## config.mk

```make
export PLATFORM = sky130hd
export DESIGN_NAME = mips_hazard_ctrl
export DESIGN_NICKNAME = d
export VERILOG_FILES = /design/src/rtl/mips_hazard_ctrl.sv
export SDC_FILE = /design/constraint.sdc
export NUM_CORES = 1
export LEC_CHECK = 0
export CAP_MARGIN = 5
export CORE_UTILIZATION = 49
export CTS_CLUSTER_DIAMETER = 120
export CTS_CLUSTER_SIZE = 10
export DETAILED_ROUTE_END_ITERATION = 10
export HOLD_SLACK_MARGIN = 0.03
export PLACE_DENSITY = 0.87
export SETUP_SLACK_MARGIN = 0.15
export SLEW_MARGIN = 20
export SYNTH_ARGS = -nofsm -noshare
export SYNTH_HDL_FRONTEND = slang
export SYNTH_SLANG_ARGS = --single-unit
```

## constraint.sdc

```tcl
create_clock -name clk1 -period 3.7 [get_ports clk1]
set_clock_uncertainty 0.1 [all_clocks]
set_input_delay 0.37 -clock clk1 [delete_from_list [all_inputs] [get_ports clk1]]
set_output_delay 0.37 -clock clk1 [all_outputs]
set_load 0.02 [all_outputs]
```

## src/rtl/mips_hazard_ctrl.sv

```systemverilog
// Interlock and sequencing controller for a 5-stage MIPS32 pipeline: RAW stall/bubble
// insertion, taken-branch squash, and HLT drain into a sticky HALTED state.
module mips_hazard_ctrl #(
  parameter int HAZ_DEPTH = 3,
  parameter int NREG_W    = 5
) (
  input  logic        clk1,
  input  logic        rst_n,
  input  logic        id_valid,
  input  logic [31:0] id_ir,
  input  logic        branch_taken,
  output logic        stall,
  output logic        bubble_id_ex,
  output logic        kill_ex_mem,
  output logic        fetch_en,
  output logic        halted
);

  localparam int NSLOT = 3;

  typedef enum logic [1:0] {
    S_RUN   = 2'd0,
    S_DRAIN = 2'd1,
    S_HALT  = 2'd2
  } state_e;

  typedef struct packed {
    logic              v;
    logic [NREG_W-1:0] dst;
  } slot_t;

  state_e            state_q, state_d;
  logic [1:0]        cnt_q, cnt_d;
  slot_t             slot_q [NSLOT];
  slot_t             slot_d [NSLOT];

  logic [5:0]        opcode;
  logic [NREG_W-1:0] rs, rt, rd, dst;
  logic              rs_use, rt_use, dst_use, is_hlt;
  logic              rs_chk, rt_chk, dst_chk;
  logic              src_hit, hazard, issue;
  logic              unused_imm;

  assign opcode     = id_ir[31:26];
  assign rs         = NREG_W'(id_ir[25:21]);
  assign rt         = NREG_W'(id_ir[20:16]);
  assign rd         = NREG_W'(id_ir[15:11]);
  assign unused_imm = ^id_ir[10:0];

  // NOTE: every signal written in an always_comb gets a default first, so no path can infer a latch.
  always_comb begin
    rs_use  = 1'b0;
    rt_use  = 1'b0;
    dst_use = 1'b0;
    dst     = rd;
    is_hlt  = 1'b0;
    case (opcode) inside
      [6'b000000:6'b000101]: begin
        dst_use = 1'b1;
        rs_use  = 1'b1;
        rt_use  = 1'b1;
      end
      6'b001000, [6'b001010:6'b001100]: begin
        dst     = rt;
        dst_use = 1'b1;
        rs_use  = 1'b1;
      end
      6'b001001: begin
        rs_use = 1'b1;
        rt_use = 1'b1;
      end
      6'b001101, 6'b001110: rs_use = 1'b1;
      6'b111111:            is_hlt = 1'b1;
      default: ;
    endcase
  end

  // R0 is hard-wired zero: it never produces or consumes a dependency.
  assign rs_chk  = rs_use  && (rs  != '0);
  assign rt_chk  = rt_use  && (rt  != '0);
  assign dst_chk = dst_use && (dst != '0);

  always_comb begin
    src_hit = 1'b0;
    for (int i = 0; i < NSLOT; i++) begin
      if ((i < HAZ_DEPTH) && slot_q[i].v &&
          ((rs_chk && (rs == slot_q[i].dst)) || (rt_chk && (rt == slot_q[i].dst))))
        src_hit = 1'b1;
    end
  end

  assign hazard = id_valid & src_hit;

  // Output logic: flush beats stall, and nothing issues outside RUN.
  always_comb begin
    stall        = hazard & ~branch_taken & (state_q == S_RUN);
    bubble_id_ex = stall | branch_taken | (state_q != S_RUN);
    kill_ex_mem  = branch_taken;
    fetch_en     = (state_q == S_RUN) & ~stall;
    halted       = (state_q == S_HALT);
  end

  assign issue = id_valid & ~bubble_id_ex;

  always_comb begin
    state_d = state_q;
    cnt_d   = cnt_q;
    case (state_q)
      S_RUN: begin
        if (issue && is_hlt) begin
          state_d = S_DRAIN;
          cnt_d   = 2'd3;
        end
      end
      S_DRAIN: begin
        if (branch_taken)        state_d = S_RUN;
        else if (cnt_q == 2'd0)  state_d = S_HALT;
        else                     cnt_d   = cnt_q - 2'd1;
      end
      S_HALT:  ;
      default: state_d = S_RUN;
    endcase
  end

  always_comb begin
    slot_d[0].v   = issue & dst_chk;
    slot_d[0].dst = dst;
    slot_d[1].v   = slot_q[0].v & ~kill_ex_mem;
    slot_d[1].dst = slot_q[0].dst;
    slot_d[2]     = slot_q[1];
  end

  // NOTE: sequential state uses non-blocking assignments so every register samples pre-edge values.
  always_ff @(posedge clk1) begin
    if (!rst_n) state_q <= S_RUN;
    else        state_q <= state_d;
  end

  // NOTE: the tracker slots are control state, not storage, so reset must clear them or stale writers would stall.
  always_ff @(posedge clk1) begin
    if (!rst_n) begin
      cnt_q <= 2'd0;
      for (int i = 0; i < NSLOT; i++) slot_q[i] <= '0;
    end else begin
      cnt_q <= cnt_d;
      for (int i = 0; i < NSLOT; i++) slot_q[i] <= slot_d[i];
    end
  end

endmodule

```

# [After elaboration in Yosys (flattened, before gate mapping)]
# Memory sizes are Yosys's and may differ from the RTL's.
# Cells that the tools add are included.
[totals] input_bits=36 register_bits=4 out_inout_bits=5 mem_count=1 wordCells=102 mem_bits_rw=18
[mem_list] name="slot_q" depth=3 width=6 read_ports=3 rd_ports_with_merged_regs=0 write_ports=3 line="34" source="slot_t slot_q [NSLOT];"
[op_classes] add_sub_neg=1 eq_ne=17 n_bitwise=16 n_mux=32 n_reduce_logical=29 magnitude_cmp=4
[op_table] op="equality test 5 bit" count=6
[op_table] op="equality test 6 x 4 -> 1 bit, second input constant" count=4
[op_table] op="2-to-1 mux 1 bit" count=19
[op_table] op="2-to-1 mux 6 bit" count=3
[op_table] op="logical AND 1 bit" count=15
[op_table] op="nonzero test 5 bit" count=3
[op_table] op="2-to-1 mux 2 bit" count=6
[op_table] op="2-to-1 mux 5 bit" count=2
[op_table] op="AND 1 bit" count=7
[op_table] op="equality test 6 bit, second input constant" count=1
[op_table] op=">= comparator 6 x 1 -> 1 bit, second input constant" count=1
[op_table] op=">= comparator 6 x 4 -> 1 bit, second input constant" count=1
[op_table] op="less-or-equal comparator 6 x 3 -> 1 bit, second input constant" count=1
[op_table] op="less-or-equal comparator 6 x 4 -> 1 bit, second input constant" count=1
[op_table] op="case mux 2 bit (3 select lines)" count=1
[op_table] op="bitwise OR 1 bit" count=5
[op_table] op="zero test 2 bit" count=2
[op_table] op="!= test 2 bit, second input constant" count=2
[op_table] op="NOT 1 bit" count=4
[op_table] op="case mux 2 bit (2 select lines)" count=1
[op_table] op="AND reduction 4 bit" count=1
[op_table] op="nonzero test 2 bit" count=2
[op_table] op="OR reduction 2 bit" count=2
[op_table] op="logical OR 1 bit" count=3
[op_table] op="6 further kinds" count=6

# [Depth between registers and ports, before layout]
[depth] depth_word=23 ltp_mapped=6

# [Least setup slack after synthesis]
# No wires, ideal clock.
[synth_timing] kind="input -> output" start="in id_ir[19]" end="out fetch_en" path_stages=4 t_arrival_ns=1.736 path_slack_ns=1.494 required_ns=3.230 cell_sequence="or4_4 -> o221a_4 -> o311a_1 -> nor4_2"
[synth_via] elab_chain_cells=13 word_cells_on_any_way=22 cone_classes="eq/ne (3); mux (3); bitwise (5); reduce/logical (11)"
[synth_rtl] item="start: declaration" line="10" source="input logic [31:0] id_ir,"
[synth_rtl] item="nonzero test 5 bit" line="80" source="assign rt_chk = rt_use && (rt != '0);"
[synth_rtl] item="logical AND 1 bit" line="80"
[synth_rtl] item="logical AND 1 bit" line="87" source="((rs_chk && (rs == slot_q[i].dst)) || (rt_chk && (rt == slot_q[i].dst))))"
[synth_rtl] item="logical OR 1 bit" line="87"
[synth_rtl] item="logical AND 1 bit" line="86" source="if ((i < HAZ_DEPTH) && slot_q[i].v &&"
[synth_rtl] item="2-to-1 mux 1 bit (2 in series)" line="86"
[synth_rtl] item="2-to-1 mux 1 bit (*)" line="86"
[synth_rtl] item="AND 1 bit (*)" line="92" source="assign hazard = id_valid & src_hit;"
[synth_rtl] item="AND 1 bit (*) (2 in series)" line="96" source="stall = hazard & ~branch_taken & (state_q == S_RUN);"
[synth_rtl] item="NOT 1 bit (*)" line="99" source="fetch_en = (state_q == S_RUN) & ~stall;"
[synth_rtl] item="AND 1 bit (*)" line="99"
[synth_rtl] item="end: declaration" line="15" source="output logic fetch_en,"
# Mark *: on every way between the ends. The rest lies on a longest branch, timed or not.

# [Final worst setup path]
# Ends and elaborated chain as after synthesis.

==> impl_results.rst <==
.. list-table::
   :header-rows: 1

   * - Metric
     - Value
   * - Chip Width
     - 53.8 µm
   * - H-Tree Level Count
     - 1
   * - Share of synthesized area occupied by flip-flops and latches
     - between 30% and 40%
   * - Half-perimeter wire length after placement
     - 2.47 mm
   * - Required time worst endpoint
     - around 3.2 ns
   * - Max Fclk
     - about 300 MHz
   * - Startpoint types
     - input port
   * - Post-Syn Nets
     - ~180
   * - Vias in the first global route
     - 1,095
   * - Worst slew slack as a fraction of its limit
     - 54.4%
   * - Setup repair after global routing missed its margin
     - no
   * - Layout overhead on the synthesized area
     - 27.4%
   * - Buf+Inv Stages, Crit Path
     - 2
   * - Number of gates resized after CTS
     - 0
   * - Number of buffers inserted to repair setup after CTS
     - 0
   * - Mux cell area share after synthesis
     - under 10%
   * - Share of Yosys cell area claimed by the top area cell type
     - approximately 33%
   * - Min-Delay Path Class
     - reg2reg
   * - Endpoint of the most critical register-to-register path
     - slot_q[0][5]
   * - Largest fanout on the critical path
     - 5
   * - Final setup vio count
     - 0
   * - Kind of critical path
     - in2out
   * - Core region area
     - 0.00250 mm²
   * - Critical Path, Cell by Cell
     - clkdlybuf4s50_1 -> or4_4 -> o221a_4 -> o311a_1 -> nor4_2 -> clkdlybuf4s50_1
   * - Leading cell type in the layout, fill and taps excluded
     - clkdlybuf4s50_1
   * - Number of detailed-routing iterations run before antenna repair
     - 4
   * - Top cell by count, worst path
     - clkdlybuf4s50_1
   * - Fill cell count
     - 196
   * - Sinks on the clock net
     - 22
   * - Clock Tree Buf Depth
     - 2
   * - Startpoint of the lowest-slack register-to-register path
     - slot_q[0][10]
   * - Avg Vias per Cell
     - 5.70
   * - Total of max-cap violations
     - 0
   * - Final weighted congestion of routability-driven global placement
     - 0.805
   * - Warnings from Yosys
     - 0
   * - Non-filler instance count after layout
     - 200
   * - Unique masters post-synth
     - 37
   * - Final layout net count
     - 208
   * - Cell count of the worst reg-to-reg path
     - 5
   * - Hold path start
     - slot_q[0][5]
   * - Number of I/O port buffers
     - 29
   * - Final Core Density
     - 67.1%
   * - Largest net degree at the start of global routing
     - 23
   * - Cell types with the largest area share after synthesis
     - dfxtp_1 33%, xor2_1 16%, and2_1 5.7%
   * - Total CTS buffers
     - 3
   * - Root buf cell
     - clkbuf_4
   * - Synthesized cell area
     - 0.00132 mm²
   * - Area leader, netlist
     - dfxtp_1
   * - # diodes
     - 0
   * - Simple-gate area share of the yosys netlist
     - 28.4%
   * - Post-CTS Hold Buffers
     - 0
   * - Clock period minus worst slack
     - 3.28 ns
   * - Flops & latches, synth
     - 22
   * - Top cell family by delay on the critical path
     - buffers and inverters
   * - Initial core utilization
     - 52.7%
   * - Remaining number of nets flagged by the antenna check after routing
     - 0
   * - Final worst path period share
     - 88.7%
   * - Worst hold endpoint
     - slot_q[0][11]
   * - Overflow left after global routing
     - 0
   * - First-pass GRT wire length
     - 4.81 mm
   * - Total GRT Usage
     - 23.4%
   * - Most frequent cells in the layout
     - 29 x clkdlybuf4s50_1, 24 x xor2_1, 22 x dfxtp_1, 12 x and2_1
   * - Synthesized instance count
     - 141
   * - Max Slew Vio Count
     - 0
   * - Compound-Gate Fraction of Synth Area
     - a little over a tenth
   * - I/O pins
     - 41
   * - Final total negative setup slack
     - 0 ns
   * - Peak VDD IR
     - 0.274 mV
   * - Residual DRC
     - 0
   * - Area taken by multi-input logic gates
     - 841 µm²
   * - Routed len/inst
     - 15.3 µm
   * - Storage cell area
     - 440 µm²
   * - Clock edge transition at the registers on the reported setup and hold paths
     - 0.12 ns
   * - Cell leakage power
     - ~0.75 nW
   * - Share of synthesized cell area in full adder, half adder and majority cells
     - 0.951%
   * - Outcome
     - finished clean
   * - Number of placed cells counting well taps
     - a little under 200
   * - CP Capture Type
     - output pin
   * - Final Routed Wirelength
     - just over 3 mm
   * - Reg2reg setup slack
     - 2.10 ns
   * - Worst setup slack before clock tree synthesis
     - 0.427 ns
   * - Hold Vio Cnt, Final
     - 0
   * - Layout cells sized above 1
     - about 6%
   * - Full die area
     - 0.00290 mm²
   * - Drt initial violations
     - 46
   * - Worst-Skew Late Latency
     - 0.31 ns
   * - Max incr delay on CP
     - 0.64 ns
   * - CTS tree
     - yes
   * - Data arrival time of the worst path
     - 2.81 ns
   * - Worst slew pin tran
     - 0.682 ns
   * - Hold Path Stages
     - 2
   * - Final setup slack of the worst path
     - 0.419 ns
   * - Standard cell with the maximum stage delay on the critical path
     - clkdlybuf4s50_1
   * - Site Rows
     - 18
   * - Main combinational cell family by area after synthesis
     - simple AND/OR/NAND/NOR gates
   * - Synthesized area per cell
     - 9.34 µm²
   * - Power per cell area
     - approximately 320 mW/mm²
   * - Post-synthesis share of cell area spent on xor and xnor gates
     - 20.0%
   * - Die extent in y
     - 53.8 µm
   * - Total vias in the final route
     - 1,139
   * - Antenna violations before repair
     - 0
## worst max-delay path by stage
| stage | start | endpoint | slack [ns] | cells past startpoint |
|---|---|---|---|---|
| 4_1_cts | id_ir[19] | fetch_en | 0.39 | 6 |
| 6_report | id_ir[19] | fetch_en | 0.42 | 6 |
| 2_1_floorplan | id_ir[19] | fetch_en | 1.49 | 4 |
| 5_1_grt | id_ir[18] | fetch_en | 0.30 | 7 |
| 3_5_place_dp | id_ir[18] | fetch_en | 0.43 | 7 |
| 3_3_place_gp | id_ir[19] | fetch_en | 0.47 | 6 |
## per-layer routing
metal	GRT usage [%]	vias up	part of all wire [%]
li1	-	564	-
met1	29.2	533	44
met3	1.69	6	3.5
met4	7.89	0	1.4
met5	0	-	0
met2	41.8	36	52
## worst register-to-register path, stage by stage, from the launching register on
cell,delay [ns]
dfxtp_1,0.39
xor2_1,0.19
nor4_1,0.07
and3_1,0.20
o311a_1,0.38
nor3b_1,0.20
## cells by family (layout without fill, tap and decap cells)
kind of cell / Yosys count / after routing
AND/OR/NAND/NOR: 59 / 59
XOR/XNOR: 30 / 30
flip-flops: 22 / 22
AO/OA/AOI/OAI: 16 / 16
buffers and inverters: 8 / 37
multiplexers: 5 / 5
adder cells (fa/ha/maj): 1 / 1
## stage by stage
stage | hold slack [ns] | instance area, µm² | total power (W)
detailed placement | 0.343 | 1620 | 0.000349
floorplan | 0.313 | 1320 | 0.000301
global placement | 0.335 | 1620 | 0.000344
global route | 0.378 | 1680 | 0.000551
CTS | 0.360 | 1680 | 0.000530
finish | 0.366 | 1680 | 0.000529
## synth_stat cells, drive strengths merged
cell,count
xor2,24
dfxtp,22
buf,2
o2111ai,1
and3,6
nor4,8
o21a,1
o221a,1
nand2b,1
nand4bb,1
nor2,7
xnor2,6
nand3,2
and2,12
mux2i,5
a21oi,4
nor4bb,2
o311ai,2
clkbuf,2
ha,1
nand4b,3
nand2,4
and4,1
a31oi,1
o311a,2
inv,4
nor3b,1
nor2b,7
or4,2
o31ai,2
o211a,2
nor3,2
## power breakdown
group          internal (W)  total [W]  switching, W  leakage (nW)
Clock              0.000110   0.000184     0.0000746        0.0279
Sequential         0.000245   0.000252    0.00000744         0.180
Combinational     0.0000499  0.0000924     0.0000426         0.540
Total              0.000404   0.000529      0.000125         0.748
## sequential cells by signal, summed over array words and instances, names as in the netlist
register  flops
slot_q       18
cnt_q         2
state_q       2
## final cells by class
| class | instances | area share (%) |
|---|---|---|
| well taps | 30 | 2.24 |
| flip-flops and latches | 22 | 26.3 |
| repair buffers | 29 | 17.3 |
| clock inverters | 1 | 1.79 |
| multi-input cells | 111 | 50.1 |
| clock buffers | 3 | 1.34 |
| inverters | 4 | 0.896 |
Note: power is estimated with default switching activity, not from simulation.
